===== src/rtl/clint_axi_pkg.sv =====
// Shared constants, FSM state types and address decode helpers for the AXI CLINT.
package clint_axi_pkg;

  localparam logic [15:0] MSIP_BASE     = 16'h0000;
  localparam logic [15:0] MTIMECMP_BASE = 16'h4000;
  localparam logic [15:0] MTIME_ADDR    = 16'hBFF8;

  localparam logic [1:0] RESP_OKAY   = 2'b00;
  localparam logic [1:0] RESP_SLVERR = 2'b10;

  localparam logic [1:0] BURST_FIXED = 2'b00;

  typedef enum logic [1:0] {W_IDLE, W_DATA, W_RESP} w_state_e;
  typedef enum logic       {R_IDLE, R_DATA}         r_state_e;

  typedef enum logic [1:0] {SEL_NONE, SEL_MSIP, SEL_MTIMECMP, SEL_MTIME} sel_e;

  typedef struct packed {
    sel_e        sel;
    logic [13:0] idx;
  } dec_t;

  // Only addr[15:0] is decoded; misaligned hits on any register are treated as unmapped.
  function automatic dec_t decode(input logic [15:0] off, input int unsigned nr_cores);
    dec_t        d;
    logic [16:0] rel_msip;
    logic [16:0] rel_cmp;
    d.sel    = SEL_NONE;
    d.idx    = '0;
    rel_msip = {1'b0, off} - {1'b0, MSIP_BASE};
    rel_cmp  = {1'b0, off} - {1'b0, MTIMECMP_BASE};
    if (off == MTIME_ADDR) begin
      d.sel = SEL_MTIME;
    end else if (!rel_msip[16] && rel_msip[1:0] == 2'b00 && 32'(rel_msip) < 4 * nr_cores) begin
      d.sel = SEL_MSIP;
      d.idx = rel_msip[15:2];
    end else if (!rel_cmp[16] && rel_cmp[2:0] == 3'b000 && 32'(rel_cmp) < 8 * nr_cores) begin
      d.sel = SEL_MTIMECMP;
      d.idx = rel_cmp[16:3];
    end
    return d;
  endfunction

  function automatic logic [63:0] strb_merge(input logic [63:0] old_val,
                                             input logic [63:0] data,
                                             input logic [7:0]  strb);
    logic [63:0] res;
    res = old_val;
    for (int b = 0; b < 8; b++) begin
      if (strb[b]) res[8*b +: 8] = data[8*b +: 8];
    end
    return res;
  endfunction

endpackage


===== src/rtl/clint_rtc_sync.sv =====
// Brings the asynchronous rtc tick into the aclk domain and emits a one-cycle
// pulse per synchronized rising edge.
module clint_rtc_sync (
  input  logic clk,
  input  logic rst_n,
  input  logic rtc,
  output logic tick
);

  logic sync_1;
  logic sync_2;
  logic sync_3;

  always_ff @(posedge clk or negedge rst_n) begin
    if (!rst_n) begin
      sync_1 <= 1'b0;
      sync_2 <= 1'b0;
      sync_3 <= 1'b0;
    end else begin
      sync_1 <= rtc;
      sync_2 <= sync_1;
      sync_3 <= sync_2;
    end
  end

  assign tick = sync_2 & ~sync_3;

endmodule


===== src/rtl/cva6_clint_axi.sv =====
// Core-local interruptor (msip, mtimecmp, mtime) behind an AXI4 slave with
// independent read and write burst engines.
//
// state  | meaning
// W_IDLE | awready high, waiting for a write address
// W_DATA | accepting len+1 write beats, each applied with its byte strobes
// W_RESP | bvalid high until bready
// R_IDLE | arready high, waiting for a read address
// R_DATA | rvalid high with a registered beat, advancing on rready
module cva6_clint_axi
  import clint_axi_pkg::*;
#(
  parameter int unsigned AXI_ADDR_WIDTH = 64,
  parameter int unsigned AXI_DATA_WIDTH = 64,
  parameter int unsigned AXI_ID_WIDTH   = 4,
  parameter int unsigned AXI_USER_WIDTH = 1,
  parameter int unsigned NR_CORES       = 1
) (
  input  logic                        aclk,
  input  logic                        aresetn,
  input  logic [AXI_ID_WIDTH-1:0]     s_axi_clint_awid,
  input  logic [AXI_ADDR_WIDTH-1:0]   s_axi_clint_awaddr,
  input  logic [7:0]                  s_axi_clint_awlen,
  input  logic [2:0]                  s_axi_clint_awsize,
  input  logic [1:0]                  s_axi_clint_awburst,
  input  logic [AXI_USER_WIDTH-1:0]   s_axi_clint_awuser,
  input  logic                        s_axi_clint_awvalid,
  output logic                        s_axi_clint_awready,
  input  logic [AXI_DATA_WIDTH-1:0]   s_axi_clint_wdata,
  input  logic [AXI_DATA_WIDTH/8-1:0] s_axi_clint_wstrb,
  input  logic                        s_axi_clint_wlast,
  input  logic [AXI_USER_WIDTH-1:0]   s_axi_clint_wuser,
  input  logic                        s_axi_clint_wvalid,
  output logic                        s_axi_clint_wready,
  output logic [AXI_ID_WIDTH-1:0]     s_axi_clint_bid,
  output logic [1:0]                  s_axi_clint_bresp,
  output logic [AXI_USER_WIDTH-1:0]   s_axi_clint_buser,
  output logic                        s_axi_clint_bvalid,
  input  logic                        s_axi_clint_bready,
  input  logic [AXI_ID_WIDTH-1:0]     s_axi_clint_arid,
  input  logic [AXI_ADDR_WIDTH-1:0]   s_axi_clint_araddr,
  input  logic [7:0]                  s_axi_clint_arlen,
  input  logic [2:0]                  s_axi_clint_arsize,
  input  logic [1:0]                  s_axi_clint_arburst,
  input  logic [AXI_USER_WIDTH-1:0]   s_axi_clint_aruser,
  input  logic                        s_axi_clint_arvalid,
  output logic                        s_axi_clint_arready,
  output logic [AXI_ID_WIDTH-1:0]     s_axi_clint_rid,
  output logic [AXI_DATA_WIDTH-1:0]   s_axi_clint_rdata,
  output logic [1:0]                  s_axi_clint_rresp,
  output logic                        s_axi_clint_rlast,
  output logic [AXI_USER_WIDTH-1:0]   s_axi_clint_ruser,
  output logic                        s_axi_clint_rvalid,
  input  logic                        s_axi_clint_rready,
  input  logic                        rtc_i,
  output logic [NR_CORES-1:0]         timer_irq_o,
  output logic [NR_CORES-1:0]         ipi_o
);

  logic rst_done;
  logic tick;

  w_state_e                w_state, w_state_nxt;
  logic [AXI_ID_WIDTH-1:0] w_id;
  logic [15:0]             w_addr;
  logic [7:0]              w_len, w_cnt;
  logic [1:0]              w_burst;
  logic                    w_err;
  logic                    aw_hs, wr_en;
  dec_t                    w_dec;

  r_state_e                r_state, r_state_nxt;
  logic [AXI_ID_WIDTH-1:0] r_id;
  logic [15:0]             r_addr, r_addr_nxt, rd_addr;
  logic [7:0]              r_len, r_cnt;
  logic [1:0]              r_burst;
  logic [63:0]             r_data, rd_word;
  logic [1:0]              r_resp;
  logic                    rd_err, ar_hs, r_adv;
  dec_t                    rd_dec;

  logic [63:0]         mtime;
  logic [63:0]         mtimecmp [NR_CORES];
  logic [NR_CORES-1:0] msip;

  logic unused_ok;
  assign unused_ok = ^{s_axi_clint_awaddr[AXI_ADDR_WIDTH-1:16], s_axi_clint_araddr[AXI_ADDR_WIDTH-1:16],
                       s_axi_clint_awsize, s_axi_clint_arsize, s_axi_clint_wlast,
                       s_axi_clint_awuser, s_axi_clint_wuser, s_axi_clint_aruser};

  clint_rtc_sync u_rtc_sync (
    .clk   (aclk),
    .rst_n (aresetn),
    .rtc   (rtc_i),
    .tick  (tick)
  );

  // Holds both address channels closed for the whole reset and releases them one cycle later.
  always_ff @(posedge aclk or negedge aresetn) begin
    if (!aresetn) rst_done <= 1'b0;
    else          rst_done <= 1'b1;
  end

  always_ff @(posedge aclk or negedge aresetn) begin
    if (!aresetn) begin
      w_state <= W_IDLE;
      r_state <= R_IDLE;
    end else begin
      w_state <= w_state_nxt;
      r_state <= r_state_nxt;
    end
  end

  always_comb begin
    w_state_nxt         = w_state;
    s_axi_clint_awready = 1'b0;
    s_axi_clint_wready  = 1'b0;
    s_axi_clint_bvalid  = 1'b0;
    case (w_state)
      W_IDLE: begin
        s_axi_clint_awready = rst_done;
        if (s_axi_clint_awvalid && rst_done) w_state_nxt = W_DATA;
      end
      W_DATA: begin
        s_axi_clint_wready = 1'b1;
        if (s_axi_clint_wvalid && w_cnt == w_len) w_state_nxt = W_RESP;
      end
      W_RESP: begin
        s_axi_clint_bvalid = 1'b1;
        if (s_axi_clint_bready) w_state_nxt = W_IDLE;
      end
      default: w_state_nxt = W_IDLE;
    endcase
  end

  always_comb begin
    r_state_nxt         = r_state;
    s_axi_clint_arready = 1'b0;
    s_axi_clint_rvalid  = 1'b0;
    case (r_state)
      R_IDLE: begin
        s_axi_clint_arready = rst_done;
        if (s_axi_clint_arvalid && rst_done) r_state_nxt = R_DATA;
      end
      R_DATA: begin
        s_axi_clint_rvalid = 1'b1;
        if (s_axi_clint_rready && r_cnt == r_len) r_state_nxt = R_IDLE;
      end
      default: r_state_nxt = R_IDLE;
    endcase
  end

  assign aw_hs = s_axi_clint_awvalid && s_axi_clint_awready;
  assign wr_en = (w_state == W_DATA) && s_axi_clint_wvalid;
  assign w_dec = decode(w_addr, NR_CORES);

  always_ff @(posedge aclk or negedge aresetn) begin
    if (!aresetn) begin
      w_id    <= '0;
      w_addr  <= '0;
      w_len   <= '0;
      w_cnt   <= '0;
      w_burst <= '0;
      w_err   <= 1'b0;
    end else if (aw_hs) begin
      w_id    <= s_axi_clint_awid;
      w_addr  <= s_axi_clint_awaddr[15:0];
      w_len   <= s_axi_clint_awlen;
      w_burst <= s_axi_clint_awburst;
      w_cnt   <= '0;
      w_err   <= 1'b0;
    end else if (wr_en) begin
      w_cnt <= w_cnt + 8'd1;
      if (w_burst != BURST_FIXED) w_addr <= w_addr + 16'd8;
      if (w_dec.sel == SEL_NONE) w_err <= 1'b1;
    end
  end

  assign s_axi_clint_bid   = w_id;
  assign s_axi_clint_bresp = w_err ? RESP_SLVERR : RESP_OKAY;
  assign s_axi_clint_buser = '0;

  // A bus write to mtime in the tick cycle takes priority and the tick is dropped.
  always_ff @(posedge aclk or negedge aresetn) begin
    if (!aresetn) begin
      mtime <= '0;
    end else if (wr_en && w_dec.sel == SEL_MTIME) begin
      mtime <= strb_merge(mtime, s_axi_clint_wdata, s_axi_clint_wstrb);
    end else if (tick) begin
      mtime <= mtime + 64'd1;
    end
  end

  always_ff @(posedge aclk or negedge aresetn) begin
    if (!aresetn) begin
      for (int h = 0; h < NR_CORES; h++) mtimecmp[h] <= '1;
      msip        <= '0;
      timer_irq_o <= '0;
      ipi_o       <= '0;
    end else begin
      for (int h = 0; h < NR_CORES; h++) begin
        if (wr_en && w_dec.sel == SEL_MTIMECMP && w_dec.idx == 14'(h))
          mtimecmp[h] <= strb_merge(mtimecmp[h], s_axi_clint_wdata, s_axi_clint_wstrb);
        if (wr_en && w_dec.sel == SEL_MSIP && w_dec.idx == 14'(h) && s_axi_clint_wstrb[{w_addr[2], 2'b00}])
          msip[h] <= s_axi_clint_wdata[{w_addr[2], 5'b00000}];
        timer_irq_o[h] <= (mtime >= mtimecmp[h]);
      end
      ipi_o <= msip;
    end
  end

  assign r_adv      = (r_state == R_DATA) && s_axi_clint_rready && (r_cnt != r_len);
  assign r_addr_nxt = (r_burst == BURST_FIXED) ? r_addr : r_addr + 16'd8;
  assign rd_addr    = (r_state == R_IDLE) ? s_axi_clint_araddr[15:0] : r_addr_nxt;
  assign rd_dec     = decode(rd_addr, NR_CORES);
  assign ar_hs      = s_axi_clint_arvalid && s_axi_clint_arready;

  always_comb begin
    rd_word = '0;
    rd_err  = 1'b0;
    case (rd_dec.sel)
      SEL_MTIME: rd_word = mtime;
      SEL_MTIMECMP: begin
        for (int h = 0; h < NR_CORES; h++) begin
          if (rd_dec.idx == 14'(h)) rd_word = mtimecmp[h];
        end
      end
      SEL_MSIP: begin
        for (int h = 0; h < NR_CORES; h++) begin
          if (rd_dec.idx == 14'(h))
            rd_word = rd_addr[2] ? {31'd0, msip[h], 32'd0} : {63'd0, msip[h]};
        end
      end
      default: rd_err = 1'b1;
    endcase
  end

  // Each beat is sampled into registers so it stays stable while the master stalls.
  always_ff @(posedge aclk or negedge aresetn) begin
    if (!aresetn) begin
      r_id    <= '0;
      r_addr  <= '0;
      r_len   <= '0;
      r_cnt   <= '0;
      r_burst <= '0;
      r_data  <= '0;
      r_resp  <= RESP_OKAY;
    end else if (ar_hs) begin
      r_id    <= s_axi_clint_arid;
      r_addr  <= s_axi_clint_araddr[15:0];
      r_len   <= s_axi_clint_arlen;
      r_burst <= s_axi_clint_arburst;
      r_cnt   <= '0;
      r_data  <= rd_word;
      r_resp  <= rd_err ? RESP_SLVERR : RESP_OKAY;
    end else if (r_adv) begin
      r_addr <= r_addr_nxt;
      r_cnt  <= r_cnt + 8'd1;
      r_data <= rd_word;
      r_resp <= rd_err ? RESP_SLVERR : RESP_OKAY;
    end
  end

  assign s_axi_clint_rid   = r_id;
  assign s_axi_clint_rdata = r_data;
  assign s_axi_clint_rresp = r_resp;
  assign s_axi_clint_rlast = s_axi_clint_rvalid && (r_cnt == r_len);
  assign s_axi_clint_ruser = '0;

endmodule


===== config.mk =====
export PLATFORM = sky130hd
export DESIGN_NAME = cva6_clint_axi
export DESIGN_NICKNAME = d
export VERILOG_FILES = /design/src/rtl/clint_axi_pkg.sv /design/src/rtl/clint_rtc_sync.sv /design/src/rtl/cva6_clint_axi.sv
export SDC_FILE = /design/constraint.sdc
export NUM_CORES = 1
export LEC_CHECK = 0
export ABC_AREA = 1
export BUFFER_PORTS_ARGS = -buffer_cell sky130_fd_sc_hd__buf_2
export CAP_MARGIN = 10
export CELL_PAD_IN_SITES_DETAIL_PLACEMENT = 1
export CELL_PAD_IN_SITES_GLOBAL_PLACEMENT = 1
export CORE_UTILIZATION = 32
export CTS_CLUSTER_DIAMETER = 150
export DETAILED_ROUTE_END_ITERATION = 10
export PLACE_DENSITY_LB_ADDON = 0.1
export SYNTH_ARGS = -nofsm -noshare
export SYNTH_HDL_FRONTEND = slang
export SYNTH_SLANG_ARGS = --single-unit

===== constraint.sdc =====
create_clock -name aclk -period 7.2 [get_ports aclk]
set_input_delay 0.72 -clock aclk [delete_from_list [all_inputs] [get_ports aclk]]
set_output_delay 0.72 -clock aclk [all_outputs]
set_load 0.01 [all_outputs]

# Word level (Yosys, flattened, before mapping)
# Cells that the tools add are included.
# totals
regBits	281
inputBits	246
output_inout_bits	86
elab_cells	196
# op_classes
add_sub_neg	7
n_lt_le_gt_ge	7
n_eq_ne	24
n_mux	58
n_bitwise	3
reduce_logical	59
# ops
operator	n
64-bit 2-to-1 mux	5
64-bit one-hot mux with 3 select lines	1
16-bit 2-to-1 mux	11
8-bit 2-to-1 mux	12
33-bit 2-to-1 mux	2
64-bit by 1-bit adder with 64-bit output (second input constant)	1
64-bit greater-or-equal comparator	1
2-bit AND reduction	18
17-bit by 4-bit < comparator with 1-bit output (second input constant)	2
16-bit by 15-bit subtractor with 17-bit output (second input constant)	2
16-bit by 4-bit adder with 16-bit output (second input constant)	2
16-bit equality test (second input constant)	2
16-bit by 3-bit < comparator with 1-bit output (second input constant)	2
14-bit zero test	2
14-bit 2-to-1 mux	2
1-bit logical AND	22
2-bit inequality test (second input constant)	11
2-bit 2-to-1 mux	9
8-bit by 1-bit adder with 8-bit output (second input constant)	2
8-bit equality test	2
1-bit 2-to-1 mux	14
2-bit nonzero test	6
2-bit equality test (second input constant)	5
2-bit zero test	5
12 further kinds	17

# Longest topological paths before layout
# logic_depth
depth_word	15
mapped_depth	20
ltp_nobuf	18

# By module
# Synthesis repeated with hierarchy kept, for this count alone.
# unflattened
hier_cells	2233
hier_area_um2	16932.5
# modules_own_cells
mod	n_inst	cells_per_inst	area_per_inst_um2	seq_area_each_um2
cva6_clint_axi	1	2228	16847.4	7011.7
clint_rtc_sync	1	5	85.1	75.1

# Worst setup path before layout
# No wires, ideal clock.
# synth_timing
path_type	register to register
startpoint	register r_addr[3]
endpoint	register r_data[11], in the netlist s_axi_clint_rdata[11]
setup_ns	0.066
t_arrival_ns	2.373
required_time_ns	7.134
slack_ns	4.761
path_stages_with_launch	17
path_buffers	1
synth_period_minus_slack_ns	2.439
path_cell_list	dfrtp_1 -> ha_1 -> inv_1 -> nor2_2 -> nand3_1 -> nand2_1 -> nand3_1 -> nand2_1 -> o21ai_0 -> ha_1 -> nand4_1 -> nor3_2 -> buf_2 -> nand3_1 -> o21ai_0 -> nand2_1 -> nand2_1
# synth_between
elab_chain_len	15
word_cells_on_any_way	24
# synth_rtl
item	line_no	rtl
start: declaration	cva6_clint_axi.sv:74	logic [15:0] r_addr, r_addr_nxt, rd_addr;
start signal: assignment	cva6_clint_axi.sv:250	r_addr <= s_axi_clint_araddr[15:0];
start signal: assignment	cva6_clint_axi.sv:257	r_addr <= r_addr_nxt;
16-bit by 4-bit adder with 16-bit output	cva6_clint_axi.sv:213	assign r_addr_nxt = (r_burst == BURST_FIXED) ? r_addr : r_addr + 16'd8;
16-bit 2-to-1 mux (*)	cva6_clint_axi.sv:213	
16-bit 2-to-1 mux (*)	cva6_clint_axi.sv:214	assign rd_addr = (r_state == R_IDLE) ? s_axi_clint_araddr[15:0] : r_addr_nxt;
parallel branches: the longest is 9 deep, another holds 16-bit by 15-bit subtractor with 17-bit output	n/a	
64-bit one-hot mux with 3 select lines (*)	cva6_clint_axi.sv:221	case (rd_dec.sel)
64-bit 2-to-1 mux	cva6_clint_axi.sv:256	end else if (r_adv) begin
64-bit 2-to-1 mux (*)	cva6_clint_axi.sv:248	end else if (ar_hs) begin
end signal: assignment	cva6_clint_axi.sv:254	r_data <= rd_word;
end signal: assignment	cva6_clint_axi.sv:259	r_data <= rd_word;
end: declaration	cva6_clint_axi.sv:77	logic [63:0] r_data, rd_word;
# Mark *: on every way between the ends. The select of a mux whose other input is x is not followed.
# A chain may end at the register's enable or synchronous reset.

# Worst setup path in the final report
# layout_timing
startpoint	register r_state
endpoint	register r_data[28], in the netlist s_axi_clint_rdata[28]
# layout_between
elab_chain_len	13
word_cells_on_any_way	29
# layout_rtl
item	line_no	rtl
start: declaration	cva6_clint_axi.sv:72	r_state_e r_state, r_state_nxt;
start signal: assignment	cva6_clint_axi.sv:110	r_state <= r_state_nxt;
parallel branches: the longest is 13 deep, another holds 16-bit by 15-bit subtractor with 17-bit output	n/a	
# Parallel ways; which one is timed is not known. The select of a mux whose other input is x is not followed.

==> impl_summary.txt <==
----------------------------------------------------
[Run status]
  Status ... completed

[Finish]
  Antenna diodes ... 0
  Sequential cell area ... 0.007087 mm²
  Area of all placed cells without fillers ... 0.02009 mm²
  Layout overhead on the synthesized area ... 17.38%
  Final layout net count ... 2,752
  Final Instance Count excl. Fillers ... 3,149
  Final core utilization ... 38.15%
  Layout cells sized above 1 ... 17.84%
  Filler cell count ... 6,475
  Area of combinational cells with multiple inputs ... 0.008605 mm²

[Global route]
  Initial antenna violation count ... 4
  Pin count of the biggest net entering global routing ... 135
  First-pass GRT wire length ... 97,230 µm
  Total overflow reported by the global router ... 0
  Total global-route track usage ... 22.89%
  Vias in the first global route ... 16,740

[Die]
  Core Rows ... 84
  Horizontal die dimension ... 233.2 µm
  Overall die area ... 0.05440 mm²
  Area of the core ... 0.05266 mm²
  Total I/O pin count ... 332
  Initial standard-cell utilization of the core ... 32.50%
  Die outline height ... 233.2 µm

[Route]
  Number of routed nets with antenna violations ... 0
  Number of detailed-route iterations in the first pass ... 5
  Average detailed-routed wire length per instance ... 19.45 µm
  Vias per inst ... 5.104
  Drt initial violations ... 911
  DRC viols ... 0
  Final Routed Wirelength ... 61,260 µm
  Via count ... 16,070

[Place]
  Final Wtd Congestion ... 0.8594
  Area after DPL ... 0.01882 mm²
  Number of port buffers ... 221
  Cell total after placement ... 3,081
  Sum of net half-perimeters after detailed placement ... 44,310 µm
  Dpl ws ... 3.194 ns

[STA]
  Final max-slew violation count ... 0
  Final cycle utilization of the critical path ... 54.49%
  F_max ... 254.9 MHz
  Max-Slew Margin vs Limit ... 34.11%
  Post-Route Hold Slack ... 0.1852 ns
  Count of endpoints failing setup in the final report ... 0
  Final Skew ... 0.02067 ns
  Number of failing hold endpoints at the final stage ... 0
  Measured slew at the worst slew-check pin ... 0.9884 ns
  Setup repair after global routing missed its margin ... false
  Final TNS setup ... 0 ns
  Final critical-path required period ... 3.923 ns
  Fin worst setup slack ... 3.277 ns

[Setup path]
  Cell Chain, Critical Path ... inv_2 > o21ai_1 > and2_1 > nand2_1 > nor2_1 > nand3b_1 > nor2_1 > nand4_1 > buf_4 > nand3_1 > nand2_1 > inv_2 > buf_4 > nand2_1 > nand2_1
  Slowest-stage cell, CP ... sky130_fd_sc_hd__dfrtp_1
  Critical Path Sink Type ... register
  Reg2Reg Depth ... 15
  Most used cell, CP ... sky130_fd_sc_hd__nand2_1
  Largest fanout of any net on the critical path ... 65
  CP Data Required Time ... 7.68 ns
  Critical path's largest stage delay ... 0.99 ns
  Critical setup path kind ... register to register
  Cell class contributing the biggest share of worst-path delay ... simple AND/OR/NAND/NOR gates
  Data arrival at the endpoint of the critical path ... 4.41 ns
  Crit. path cell count ... 15
  Type of element launching the critical path ... register
  Bufs and invs on worst path ... 4

[Yosys]
  Share of the synthesized area in the top cell type ... 31.59%
  Yosys warns ... 0
  Seq cells post-synth ... 280
  Synth Instances ... 2,239
  Post-synthesis async set-or-reset flop share ... 100.0%
  Seq/Total Area, Yosys ... 41.42%
  Area contributors post-synth ... sky130_fd_sc_hd__dfrtp_1 32%, sky130_fd_sc_hd__nand2_1 12%, sky130_fd_sc_hd__dfstp_2 9.8%
  Post-synth cell types ... 56
  Number of flops mapped to enable cells by yosys ... 0
  Synthesized area per cell ... 7.642 µm²
  Cell area after synthesis ... 0.01711 mm²
  Leading area contributor after synthesis ... sky130_fd_sc_hd__dfrtp_1
  Dominant synthesized flop cell ... sky130_fd_sc_hd__dfrtp_1

[Power and ir drop]
  Largest voltage drop on the vdd net ... 0.2040 mV
  Power after layout ... 5.210 mW
  Power density normalized to cell area ... 259.4 mW/mm²
  Leakage component of the power ... 9.391 nW

[CTS]
  Post-cts hold buffer count ... 0
  Clock tree root driver cell ... sky130_fd_sc_hd__clkbuf_16
  H-tree depth ... 2
  Clock transition at the registers of the reported paths ... 0.06 ns
  TritonCTS clock tree ... built
  Post-CTS resize count ... 0
  Clock insertion delay at the later pin of the skew report ... 0.55 ns
  Number of clock buffers inserted by TritonCTS ... 37
  Maximum count of clock buffers along a single path ... 3
  Number of clock sinks ... 280
  Post CTS Setup Buffer Count ... 0

[Min path]
  Hold/Removal Path Class ... primary input to asynchronous set/reset pin

[Flow run]
  Max Cap Violations ... 0

----------------------------------------------------
[placed cells by master (no fill, tap or decap), types with 64 or more instances in the layout]
cell,instances
sky130_fd_sc_hd__buf_2,220
sky130_fd_sc_hd__dfrtp_1,216
sky130_fd_sc_hd__dfstp_2,64
sky130_fd_sc_hd__ha_1,74
sky130_fd_sc_hd__inv_1,258
sky130_fd_sc_hd__nand2_1,565
sky130_fd_sc_hd__nand3_1,165
sky130_fd_sc_hd__nor2_1,142
sky130_fd_sc_hd__nor3_1,66
sky130_fd_sc_hd__o21ai_0,180
[area by class of cell]
| class | count | share of cell area, % |
|---|---|---|
| timing repair buffer | 236 | 6.180 |
| inverter | 273 | 5.102 |
| clock buffer | 57 | 5.743 |
| sequential | 280 | 35.28 |
| clock inverter | 11 | 0.5669 |
| multi-input combinational | 1604 | 42.84 |
| tap | 688 | 4.286 |
[synth_stat cells (3+ instances only)]
library cell and n:
sky130_fd_sc_hd__a211oi_1 8, sky130_fd_sc_hd__a21oi_1 51, sky130_fd_sc_hd__a22oi_1 4, sky130_fd_sc_hd__a311oi_1 3, sky130_fd_sc_hd__a31oi_1 5, sky130_fd_sc_hd__buf_2 25
sky130_fd_sc_hd__buf_4 7, sky130_fd_sc_hd__buf_6 6, sky130_fd_sc_hd__clkbuf_1 46, sky130_fd_sc_hd__clkinv_1 5, sky130_fd_sc_hd__dfrtp_1 216, sky130_fd_sc_hd__dfstp_2 64
sky130_fd_sc_hd__ha_1 74, sky130_fd_sc_hd__inv_1 258, sky130_fd_sc_hd__inv_2 10, sky130_fd_sc_hd__mux2_2 35, sky130_fd_sc_hd__nand2_1 565, sky130_fd_sc_hd__nand2_2 5
sky130_fd_sc_hd__nand3_1 165, sky130_fd_sc_hd__nand3b_1 6, sky130_fd_sc_hd__nand4_1 43, sky130_fd_sc_hd__nor2_1 142, sky130_fd_sc_hd__nor2_2 7, sky130_fd_sc_hd__nor3_1 66
sky130_fd_sc_hd__nor4_1 19, sky130_fd_sc_hd__o211ai_1 37, sky130_fd_sc_hd__o21ai_0 180, sky130_fd_sc_hd__o21ai_1 56, sky130_fd_sc_hd__o22ai_1 25, sky130_fd_sc_hd__o311ai_0 3
sky130_fd_sc_hd__or2_2 13, sky130_fd_sc_hd__xnor2_1 9, sky130_fd_sc_hd__xor2_1 49
[report_power, final]
group / leakage, nW / switching, mW / internal, mW
combinational: 5.31 / 0.787 / 0.444
sequential: 3.45 / 0.244 / 1.79
clock: 0.625 / 0.764 / 1.18
[registers in the layout, indices dropped and copies added (netlist names), 2 cells and up, named ones only]
name / cells
mtime: 64
mtimecmp: 64
r_addr: 15
r_burst: 2
r_cnt: 8
r_len: 8
s_axi_clint_bid: 4
s_axi_clint_rdata: 64
s_axi_clint_rid: 4
w_addr: 16
w_burst: 2
w_cnt: 8
w_len: 8
w_state: 2
[cell families (layout without fill, tap and decap cells)]
| logic type | count (synthesis) | count (layout) | synth area share [%] |
|---|---|---|---|
| compound gates | 386 | 386 | 12.66 |
| xor+xnor | 58 | 58 | 2.969 |
| fa+ha+maj | 74 | 74 | 5.411 |
| buf+inv | 358 | 577 | 8.453 |
| flops | 280 | 280 | 41.42 |
| mux | 37 | 37 | 2.435 |
| other cells | 2 | 5 | 0.04389 |
| simple gates | 1044 | 1044 | 26.62 |
[final timing paths]
check | startpoint | end | slack (ns)
min | aresetn | r_burst[0] | 0.19
max | r_state | s_axi_clint_rdata[28] | 3.28
min reg2reg | u_rtc_sync.sync_1 | u_rtc_sync.sync_2 | 0.37
max reg2reg | r_state | s_axi_clint_rdata[28] | 3.28
min in group aclk | rtc_i | u_rtc_sync.sync_1 | 0.27
max in group asynchronous | aresetn | s_axi_clint_rdata[36] | 5.62
[routing by layer]
metal / up-vias / track usage, % / routed length (µm)
met1: 7941 / 33.28 / 30620
met5: - / 0 / 12
met2: 271 / 36.29 / 27640
met3: 43 / 2.795 / 2152
met4: 2 / 4.432 / 832
li1: 7814 / - / -
(Power assumes the default switching activity.)
